File: src/rtl/weight_load_ctrl.sv
// Weight buffer sequencer: bank-major port-A fill from a beat stream, then port-B kernel replay per tile.
// Write lands 1 cycle after a beat is accepted; rd_valid trails rd_en by 1; s_ready depends only on state (high in LOAD).
module weight_load_ctrl #(
    parameter int TN         = 4,
    parameter int TM         = 16,
    parameter int DATA_WIDTH = 64,
    parameter int ADDR_WIDTH = $clog2(TM),
    parameter int ADDR_EXT   = $clog2(TN) + 1
) (
    input  logic                           clk,
    input  logic                           rst_n,
    input  logic                           start,
    input  logic [ADDR_WIDTH:0]            cfg_tm,
    input  logic [ADDR_EXT-1:0]            cfg_tn,
    input  logic                           s_valid,
    input  logic [DATA_WIDTH-1:0]          s_data,
    output logic                           s_ready,
    output logic                           wa_en,
    output logic                           wa_we,
    output logic [ADDR_EXT+ADDR_WIDTH-1:0] wa_addr,
    output logic [DATA_WIDTH-1:0]          wa_data,
    input  logic                           rd_start,
    output logic                           rd_en,
    output logic [ADDR_WIDTH-1:0]          rd_addr,
    output logic                           rd_valid,
    output logic                           rd_last,
    output logic                           busy,
    output logic                           loaded,
    output logic                           load_done,
    output logic                           rd_done
);

    localparam int BANK_W = (TN > 1) ? $clog2(TN) : 1;
    localparam int WA_W   = ADDR_EXT + ADDR_WIDTH;
    localparam logic [ADDR_WIDTH:0]   TM_MAX = (ADDR_WIDTH + 1)'(TM);
    localparam logic [ADDR_EXT-1:0]   TN_MAX = ADDR_EXT'(TN);

    typedef enum logic [1:0] {
        S_IDLE,
        S_LOAD,
        S_READY,
        S_READ
    } state_t;

    state_t state;
    state_t state_nxt;

    logic [ADDR_WIDTH:0]   tme;
    logic [ADDR_EXT-1:0]   tne;
    logic [ADDR_WIDTH:0]   tm_clamped;
    logic [ADDR_EXT-1:0]   tn_clamped;
    logic [ADDR_WIDTH-1:0] kern;
    logic [BANK_W-1:0]     bank;

    logic beat;
    logic kern_wrap;
    logic last_beat;
    logic take_start;
    logic take_rd;
    logic rd_at_end;

    assign tm_clamped = (cfg_tm == '0 || cfg_tm > TM_MAX) ? TM_MAX : cfg_tm;
    assign tn_clamped = (cfg_tn == '0 || cfg_tn > TN_MAX) ? TN_MAX : cfg_tn;

    assign s_ready = (state == S_LOAD);
    assign busy    = (state == S_LOAD) || (state == S_READ);
    assign loaded  = (state == S_READY) || (state == S_READ);

    assign beat       = s_valid && (state == S_LOAD);
    assign kern_wrap  = (32'(kern) == 32'(tme) - 32'd1);
    assign last_beat  = beat && kern_wrap && (32'(bank) == 32'(tne) - 32'd1);
    assign take_start = start && (state == S_IDLE || state == S_READY);
    // start has priority over rd_start when both land in READY
    assign take_rd    = rd_start && !start && (state == S_READY);
    assign rd_at_end  = (state == S_READ) && (32'(rd_addr) == 32'(tme) - 32'd1);

    always_ff @(posedge clk or negedge rst_n) begin
        if (!rst_n) begin
            state <= S_IDLE;
        end else begin
            state <= state_nxt;
        end
    end

    always_comb begin
        state_nxt = state;
        case (state)
            S_IDLE:  if (take_start) state_nxt = S_LOAD;
            S_LOAD:  if (last_beat)  state_nxt = S_READY;
            S_READY: begin
                if (take_start)   state_nxt = S_LOAD;
                else if (take_rd) state_nxt = S_READ;
            end
            S_READ:  if (rd_at_end)  state_nxt = S_READY;
            default: state_nxt = S_IDLE;
        endcase
    end

    always_ff @(posedge clk or negedge rst_n) begin
        if (!rst_n) begin
            tme       <= '0;
            tne       <= '0;
            kern      <= '0;
            bank      <= '0;
            wa_en     <= 1'b0;
            wa_we     <= 1'b0;
            wa_addr   <= '0;
            wa_data   <= '0;
            load_done <= 1'b0;
        end else begin
            wa_en     <= beat;
            wa_we     <= beat;
            load_done <= last_beat;
            if (beat) begin
                wa_addr <= (WA_W'(bank) << ADDR_WIDTH) | WA_W'(kern);
                wa_data <= s_data;
            end
            if (take_start) begin
                tme  <= tm_clamped;
                tne  <= tn_clamped;
                kern <= '0;
                bank <= '0;
            end else if (beat) begin
                if (kern_wrap) begin
                    kern <= '0;
                    bank <= bank + 1'b1;
                end else begin
                    kern <= kern + 1'b1;
                end
            end
        end
    end

    // rd_en stays high for the whole pass; the pipeline stage mirrors BRAM read latency
    always_ff @(posedge clk or negedge rst_n) begin
        if (!rst_n) begin
            rd_en    <= 1'b0;
            rd_addr  <= '0;
            rd_valid <= 1'b0;
            rd_last  <= 1'b0;
            rd_done  <= 1'b0;
        end else begin
            rd_valid <= rd_en;
            rd_last  <= rd_at_end;
            rd_done  <= rd_at_end;
            if (take_rd) begin
                rd_en   <= 1'b1;
                rd_addr <= '0;
            end else if (state == S_READ) begin
                if (rd_at_end) begin
                    rd_en <= 1'b0;
                end else begin
                    rd_en   <= 1'b1;
                    rd_addr <= rd_addr + 1'b1;
                end
            end
        end
    end

endmodule
File: config.mk
export PLATFORM = sky130hd
export DESIGN_NAME = weight_load_ctrl
export DESIGN_NICKNAME = d
export VERILOG_FILES = /design/src/rtl/weight_load_ctrl.sv
export SDC_FILE = /design/constraint.sdc
export NUM_CORES = 1
export LEC_CHECK = 0
export ABC_AREA = 1
export ABC_CLOCK_PERIOD_IN_PS = 1450
export CAP_MARGIN = 0
export CORE_UTILIZATION = 44
export CTS_BUF_LIST = sky130_fd_sc_hd__clkbuf_8
export CTS_CLUSTER_SIZE = 24
export DETAILED_ROUTE_END_ITERATION = 16
export DONT_BUFFER_PORTS = 1
export PLACE_DENSITY_LB_ADDON = 0.05
export RECOVER_POWER = 100
export SYNTH_ARGS = -nofsm -noshare
export SYNTH_HDL_FRONTEND = slang
export SYNTH_SLANG_ARGS = --single-unit
File: constraint.sdc
create_clock -name clk -period 1.45 [get_ports clk]
set_input_delay 0.29 -clock clk [delete_from_list [all_inputs] [get_ports clk]]
set_output_delay 0.29 -clock clk [all_outputs]
set_load 0.02 [all_outputs]
==> impl_metrics.json, run 1 <==
{
  "synth_top_area_cell": "dfrtp_1",
  "status": "finished, violations left",
  "htree_num_levels": 3,
  "wl_mm": 8.55,
  "crit_arrival_ns": 1.84,
  "critPathSlowestCell": "dfrtp_1",
  "core-area_um2": 8890,
  "vias": 3026,
  "muxShareOfSynthArea": 0,
  "worst-path-buf-inv": 2,
  "path_cells": "inv_2 > ha_4 > inv_2 > nand2_1 > nand2_1 > nor2_1 > nand3_1 > nor2_2 > nand2_1 > nand3_2 > o22ai_2",
  "hold_class": "in -> async",
  "period_share": 1.10,
  "power_density_nw_per_um2": 2560,
  "synth_compound_area_frac": 0.0357,
  "cts.reportedPaths.clkPinSlew_ns": 0.10,
  "worstSetupPathType": "reg -> reg",
  "final_antenna_net_count": 0,
  "antenna_cells": 0,
  "violations": "design-rule violations, negative hold slack, negative setup slack",
  "slew_violations": 0,
  "place.gp.congestion": 0.791,
  "fmax_mhz": 625,
  "final_cell_mix": "nand2_1 (247), dfrtp_1 (95), inv_1 (29)",
  "cts_tree": "built",
  "whs_ns": -0.380,
  "antenna_found_initial": 0,
  "clock_sinks": 95,
  "synth_top_family_by_area": "simple AND/OR/NAND/NOR gates",
  "die_area_um2": 9710,
  "grt_pass1_vias": 2954,
  "initial_utilization": 0.461,
  "rsz0062_at_grt": "yes",
  "cp-end-kind": "register",
  "fin_ws_ns": -0.150,
  "dpl.hpwl_mm": 5.89,
  "crit_required_ns": 1.69,
  "row_count": 34,
  "vdd_drop_max_uv": 915,
  "post-place-cells": 599,
  "synth_fa_ha_area_frac": 0.0183,
  "yosys-top-cells-area": "dfrtp_1 (58%), nand2_1 (23%), nand3_1 (3.4%), inv_1 (2.8%), o21ai_0 (2.0%)",
  "drt_iter0_drc": 114,
  "synth_top_area_frac": 0.580,
  "clock_skew_ns": 0.0158,
  "finalHoldViolCount": 95,
  "clockBufferDepth": 2,
  "grtUsageTotal": 0.185,
  "grt_pass1_wl_mm": 14.1,
  "gr-total-overflow": 0,
  "drive_above_1_share": 0.122,
  "grt_max_degree": 96,
  "die_x_um": 98.5,
  "synth_cells": 490,
  "crit_family": "simple AND/OR/NAND/NOR gates",
  "period_minus_slack_ns": 1.60,
  "syn_avg_cell_area_um2": 8.37,
  "post-route-drc-count": 10,
  "synth-simple-area-share": 0.293,
  "maxCapViolations": 0,
  "yosysWarnings": 0,
  "crit_path_frequent_cell": "nand2_1",
  "synth-seq-cells": 95,
  "die_h_um": 98.5,
  "io_pins": 162,
  "synthDistinctLibCells": 28,
  "synth_area_um2": 4100,
  "synth-xor-area-share": 0.0107,
  "firstDrtPassIters": 12,
  "root_buffer": "clkbuf_8",
  "cp_slowest_stage_delay_ns": 0.37,
  "clk_latency_ns": 0.36,
  "areaGrowthSynthToFinish_pct": 11.8,
  "yosysSeqAreaShare": 0.580,
  "avgViaCountPerCell": 4.90,
  "path_max_fanout": 4,
  "num-fill-cells": 855,
  "finalSetupViolCount": 15,
  "syn-num-nets": 573,
  "nNetsFinal": 589,
  "layout_commonest_cell": "nand2_1",
  "wl_per_cell_um": 13.8,
  "io_buffers": 0,
  "leakage_uw": 0.00244,
  "worst_setup_path_start_kind": "register",
  "instances_no_fill": 618,
  "cts_buffers": 9
}
-- registers in the layout, summed over array words and instances (netlist names), 2 cells and up --
name     cells
wa_data     64
wa_addr      6
tme          5
kern         4
rd_addr      4
tne          3
bank         2
state        2
-- cell families after synthesis --
kind of cell               Yosys count
DFF                                 95
and+or+nand+nor                    298
adders and majority gates            6
xor gates and xnor gates             5
other                                1
buffers and inverters               57
AOI/OAI and AO/OA                   28
-- worst paths after layout --
kind,from,end,slack (ns),depth (start not counted)
setup / recovery,tme[1],kern[2],-0.15,11
hold / removal,rst_n,wa_data[21],-0.38,0
setup reg to reg,tme[1],kern[2],-0.15,11
hold reg to reg,tne[2],tne[2],0.55,2
max in group asynchronous,rst_n,tme[0],1.67,0
min in group clk,s_data[21],wa_data[21],0.03,2
-- per-stage QoR --
| stage | instance area, um2 | total power [uW] | TNS [ns] | setup WS [ns] | utilization |
|---|---|---|---|---|---|
| floorplan | 4120 | 8670 | -0.272 | -0.0730 | - |
| global placement | 4320 | 9750 | -0.794 | -0.0863 | 0.486 |
| detailed placement | 4320 | 9820 | -1.51 | -0.167 | 0.486 |
| CTS | 4610 | 11900 | -1.74 | -0.144 | 0.519 |
| global route | 4580 | 12700 | -6.92 | -0.327 | 0.515 |
| finish | 4580 | 11700 | -1.64 | -0.150 | 0.515 |
-- Yosys cell counts (all sizes together) --
library cell,number
nor3,1
or4,1
nor2,13
xnor2,1
nand2,252
dfrtp,95
nand3,28
clkbuf,8
ha,6
clkinv,1
a21oi,2
or2,1
buf,13
o22ai,3
xor2,4
conb,1
inv,35
nand4,1
a31oi,2
o21ai,21
nand3b,1
-- repair_timing --
item	CTS	global route
hold endpoints to repair	95	95
resized for setup	12	0
pin swaps	5	0
setup buffers	3	1
setup endpoints to repair	15	15
-- metal layers --
metal  vias to the layer above  part of all wire  track usage
met5                         -                 0            0
met1                      1360              0.44        0.242
met2                       125              0.45        0.287
met4                         0             0.010       0.0563
met3                         9             0.095       0.0723
li1                       1532                 -            -
-- where the power goes --
| group | switching (uW) | total (uW) | internal, uW |
|---|---|---|---|
| logic | 2310 | 3820 | 1510 |
| registers | 2140 | 5990 | 3840 |
| clock network | 928 | 1900 | 974 |
-- layout make-up --
class / count / area [um2] / area share
clock buffer: 9 / 124 / 0.0270
clock inverter: 6 / 92.6 / 0.0202
inverter: 36 / 135 / 0.0295
multi-input combinational: 338 / 1530 / 0.334
sequential: 95 / 2380 / 0.519
tap: 108 / 135 / 0.0295
timing repair buffer: 26 / 186 / 0.0407
No activity file was read; power rests on OpenSTA's default activity.
==> inputs of run 2 (changes only) <==
==> constraint.sdc (replaced) <==
create_clock -name clk -period 1.45 [get_ports clk]
set_input_delay 0.29 -clock clk [delete_from_list [all_inputs] [get_ports clk]]
set_output_delay 0.29 -clock clk [all_outputs]
set_load 0.05 [all_outputs]
==> run 2 against run 1 <==
The run still ends with design-rule violations, negative hold slack, negative setup slack left. Clock skew shrank 0.0054 ns. Wire length up 2.3%. Via count rose by 1.5%. Register-to-register slack gained 0.03 ns. Worst hold slack got worse by 0.0024 ns. Design area is 1.1% higher. Fmax grew 1.8%. Die area did not move. Critical path type unchanged.
==> impl_metrics.json, run 2 (synthesis results as in run 1) <==
{
  "cts_buffers": 9,
  "worstSetupPathType": "reg -> reg",
  "maxCapViolations": 0,
  "whs_ns": -0.383,
  "finalSetupViolCount": 14,
  "period_share": 1.08,
  "htree_num_levels": 3,
  "fin_ws_ns": -0.122,
  "top_regs": "wa_data: 64 flops, wa_addr: 6 flops, tme: 5 flops",
  "num-fill-cells": 836,
  "avgViaCountPerCell": 4.92,
  "grt_pass1_wl_mm": 14.5,
  "instances_no_fill": 625,
  "path_max_fanout": 4,
  "hold_class": "in -> async",
  "worst_setup_path_start_kind": "register",
  "post-route-drc-count": 10,
  "crit_required_ns": 1.70,
  "timing.slew.headroom": 0.659,
  "cp_slowest_stage_delay_ns": 0.37,
  "finalHoldViolCount": 95,
  "top_register": "wa_data",
  "clk_latency_ns": 0.36,
  "grt_max_degree": 96,
  "clock_sinks": 95,
  "dpl_cell_area_um2": 4340,
  "slew_violations": 0,
  "multi_input_area_um2": 1520,
  "final_cell_mix": "nand2_1 (246), dfrtp_1 (92), inv_1 (32)",
  "critPathSlowestCell": "dfrtp_1",
  "vias": 3072,
  "die_h_um": 98.5,
  "final_antenna_net_count": 0,
  "rsz0062_at_grt": "yes",
  "antenna_cells": 0,
  "initial_utilization": 0.461,
  "worst_pin_slew_ns": 0.511,
  "cp-end-kind": "register",
  "cts.reportedPaths.clkPinSlew_ns": 0.10,
  "drt_iter0_drc": 127,
  "clock_skew_ns": 0.0104,
  "dpl.hpwl_mm": 6.03,
  "place_ws_ns": -0.163,
  "violations": "design-rule violations, negative hold slack, negative setup slack",
  "grt_busiest_layer": "met2",
  "use_met2": 0.289,
  "design_area_um2": 4630,
  "seqCellArea_um2": 2380,
  "firstDrtPassIters": 14,
  "worst-path-buf-inv": 2,
  "clockBufferDepth": 2,
  "cts_tree": "built",
  "io_buffers": 0,
  "largest_reg_flops": 64,
  "place.gp.congestion": 0.831,
  "wl_per_cell_um": 14.0,
  "fmax_mhz": 636,
  "gr-total-overflow": 0,
  "nNetsFinal": 595,
  "path_cells": "inv_2 > ha_4 > inv_2 > nand2_1 > nand2_1 > nor2_1 > nand3_1 > nor2_2 > a31oi_2 > nand2_1 > o21ai_1",
  "gr-usage-met1": 0.254,
  "post-place-cells": 603,
  "antenna_found_initial": 0,
  "crit_family": "simple AND/OR/NAND/NOR gates",
  "grt_pass1_vias": 3047,
  "final.setup.tns_ns": -1.30,
  "crit_arrival_ns": 1.82,
  "drive_above_1_share": 0.139,
  "die_area_um2": 9710,
  "core-area_um2": 8890,
  "period_minus_slack_ns": 1.57,
  "die_x_um": 98.5,
  "layout_commonest_cell": "nand2_1",
  "wl_mm": 8.75,
  "crit_path_frequent_cell": "nand2_1",
  "use_met3": 0.0759,
  "grtUsageTotal": 0.190,
  "root_buffer": "clkbuf_8",
  "areaGrowthSynthToFinish_pct": 13.0,
  "row_count": 34,
  "status": "finished, violations left",
  "io_pins": 162
}
run 2: changes by cell type in the layout (fill, tap and decap cells not counted), sizes merged:
cell,change
buf,+3
bufinv,-1
inv,+2
dlygate4sd3,+2
clkinvlp,-1
clkbuf,+2
run 2: what timing repair did:
item,in CTS,in global routing
endpoints found under the setup margin,14,18
gates resized for setup,13,4
buffers inserted,4,0
pin swaps,4,0
hold endpoints to repair,95,97
run 2: layout make-up:
cell class                 instances  share of cell area
clock buffer                      10              0.0297
inverter                          36              0.0292
clock inverter                     6              0.0146
tap                              108              0.0292
multi-input combinational        338               0.328
timing repair buffer              32              0.0549
sequential                        95               0.514
run 2: routing by layer:
metal / part of all wire / vias up / wire length, um
li1: - / 1551 / -
met1: 0.47 / 1401 / 4090
met2: 0.44 / 116 / 3850
met3: 0.086 / 4 / 752
met4: 0.0065 / 0 / 57
met5: 0 / - / 0
run 2: path summary, 6_finish.rpt:
| path | start | slack (ns) | end | depth (start not counted) |
|---|---|---|---|---|
| worst min register to register | tne[2] | 0.51 | tne[2] | 2 |
| worst max register to register | tme[1] | -0.12 | bank[0] | 11 |
| max in group asynchronous | rst_n | 1.67 | kern[3] | 0 |
| worst max-delay path | tme[1] | -0.12 | bank[0] | 11 |
| worst min-delay path | rst_n | -0.38 | rd_en | 0 |
| min in group clk | s_data[51] | 0.04 | wa_data[51] | 2 |
run 2: through the flow:
step / hold WS, ns / utilization
2_1_floorplan: -0.00559 / -
3_3_place_gp: -0.00360 / 0.489
3_5_place_dp: -0.00229 / 0.489
4_1_cts: -0.409 / 0.520
5_1_grt: -0.425 / 0.521
6_report: -0.383 / 0.521
Power of run 2 is not shown: default switching activity piles up to over one toggle a cycle in this logic, so the estimate is an artifact.
==> inputs of run 3 (changes only) <==
--- a/config.mk
+++ b/config.mk
@@ -8,6 +8,8 @@
 export ABC_AREA = 1
 export ABC_CLOCK_PERIOD_IN_PS = 1450
 export CAP_MARGIN = 0
+export CORE_ASPECT_RATIO = 1.25
+export CORE_MARGIN = 1.5
 export CORE_UTILIZATION = 44
 export CTS_BUF_LIST = sky130_fd_sc_hd__clkbuf_8
 export CTS_CLUSTER_SIZE = 24
==> run 3 against run 2 <==
The flow finishes with violations (negative hold slack, negative setup slack). Die area up 2.1%. Via count up 1.2%. Fmax down 2.6%. Final cell count up 1.9%. Worst hold slack worse by 0.012 ns. Setup slack worse by 0.042 ns. Core utilization down 0.070 points. Flip-flop and latch count unchanged.
==> impl_metrics.json, run 3 (synthesis results as in run 1) <==
{
  "place.gp.congestion": 0.850,
  "avgViaCountPerCell": 4.88,
  "largest_reg_flops": 64,
  "rsz0062_at_grt": "yes",
  "fmax_mhz": 620,
  "htree_num_levels": 3,
  "clock_sinks": 95,
  "final_cell_mix": "nand2_1 (243), dfrtp_1 (92), inv_1 (29)",
  "die_area_um2": 9910,
  "antenna_cells": 0,
  "final.setup.tns_ns": -3.32,
  "grt_pass1_vias": 3165,
  "final_antenna_net_count": 0,
  "hold_class": "in -> async",
  "grt_max_degree": 96,
  "cts_tree": "built",
  "cts_buffers": 9,
  "worst_pin_slew_ns": 0.534,
  "grt_pass1_wl_mm": 15.0,
  "layout_commonest_cell": "nand2_1",
  "die_h_um": 111,
  "finalHoldViolCount": 95,
  "maxCapViolations": 0,
  "initial_utilization": 0.452,
  "row_count": 39,
  "top_register": "wa_data",
  "clock_skew_ns": 0.00868,
  "io_buffers": 0,
  "r2r.worst_path.cells": 13,
  "finalSetupViolCount": 73,
  "post-route-drc-count": 0,
  "clk_latency_ns": 0.37,
  "areaGrowthSynthToFinish_pct": 15.2,
  "fin_ws_ns": -0.163,
  "firstDrtPassIters": 4,
  "r2r-start": "tme[1]",
  "top_regs": "wa_data: 64 flops, wa_addr: 6 flops, tme: 5 flops",
  "gr-total-overflow": 0,
  "slew_violations": 0,
  "wl_per_cell_um": 14.3,
  "drive_above_1_share": 0.160,
  "wl_mm": 9.14,
  "reg2reg_to": "rd_addr[3]",
  "worst_setup_path_start_kind": "register",
  "crit_required_ns": 1.70,
  "period_minus_slack_ns": 1.61,
  "root_buffer": "clkbuf_8",
  "crit_arrival_ns": 1.86,
  "antenna_found_initial": 0,
  "regToRegSetupSlack_ns": -0.16,
  "core-area_um2": 9080,
  "status": "finished, violations left",
  "drt_iter0_drc": 130,
  "worstSetupPathType": "reg -> reg",
  "nNetsFinal": 592,
  "io_pins": 162,
  "period_share": 1.11,
  "cts.reportedPaths.clkPinSlew_ns": 0.09,
  "cp-end-kind": "register",
  "dpl.hpwl_mm": 6.35,
  "timing.slew.headroom": 0.644,
  "grtUsageTotal": 0.199,
  "violations": "negative hold slack, negative setup slack",
  "clockBufferDepth": 2,
  "vias": 3110,
  "whs_ns": -0.394,
  "die_x_um": 89.3,
  "path_max_fanout": 7
}
-- run 3: how the worst max path moves through the flow --
| stage | start | endpoint | slack [ns] |
|---|---|---|---|
| 6_report | tme[1] | rd_addr[3] | -0.16 |
| 5_1_grt | tme[1] | rd_addr[3] | -0.32 |
| 4_1_cts | tme[1] | rd_addr[3] | -0.18 |
| 3_5_place_dp | tme[1] | state[1] | -0.17 |
| 3_3_place_gp | tme[1] | state[1] | -0.12 |
| 2_1_floorplan | tme[0] | rd_addr[3] | -0.07 |
-- run 3: critical path, cell delays in order, from the launching register on --
cell and delay (ns):
dfrtp_1 0.37, inv_2 0.06, ha_4 0.28, inv_4 0.04
nand2_2 0.04, nand2_1 0.04, nor2_1 0.08, nand3_1 0.09
nor2_2 0.11, nand2_2 0.09, nand2_4 0.11, nand2_4 0.07
nand3_2 0.06, o21ai_1 0.06
-- run 3: cell type report --
cell class / count / area [um2]
clock buffer: 13 / 179
timing repair buffer: 29 / 263
sequential: 95 / 2380
inverter: 36 / 138
multi-input combinational: 338 / 1580
tap: 123 / 154
clock inverter: 3 / 23.8
fill: 863 / 4360
-- run 3: timing repair --
action	4_1_cts	5_1_grt
gates resized for setup	10	25
pin swaps	2	4
setup endpoints to repair	17	17
endpoints found under the hold margin	95	95
buffers inserted	3	2
-- run 3: layer usage --
layer | GRT usage | vias to the layer above | wire, um
li1 | - | 1539 | -
met1 | 0.230 | 1452 | 3680
met2 | 0.327 | 104 | 4530
met3 | 0.0700 | 15 | 670
met4 | 0.0862 | 0 | 249
met5 | 0 | - | 0
-- run 3: through the flow --
stage	worst slack, ns	util	area (um2)	instances	hold slack [ns]
CTS	-0.178	0.510	4630	635	-0.416
finish	-0.163	0.520	4720	637	-0.394
detailed placement	-0.175	0.482	4370	616	-0.00341
global route	-0.315	0.520	4720	637	-0.427
floorplan	-0.0746	-	4130	490	-0.00559
global placement	-0.122	0.482	4370	616	-0.00371
Power of run 3 is left out for the same reason.
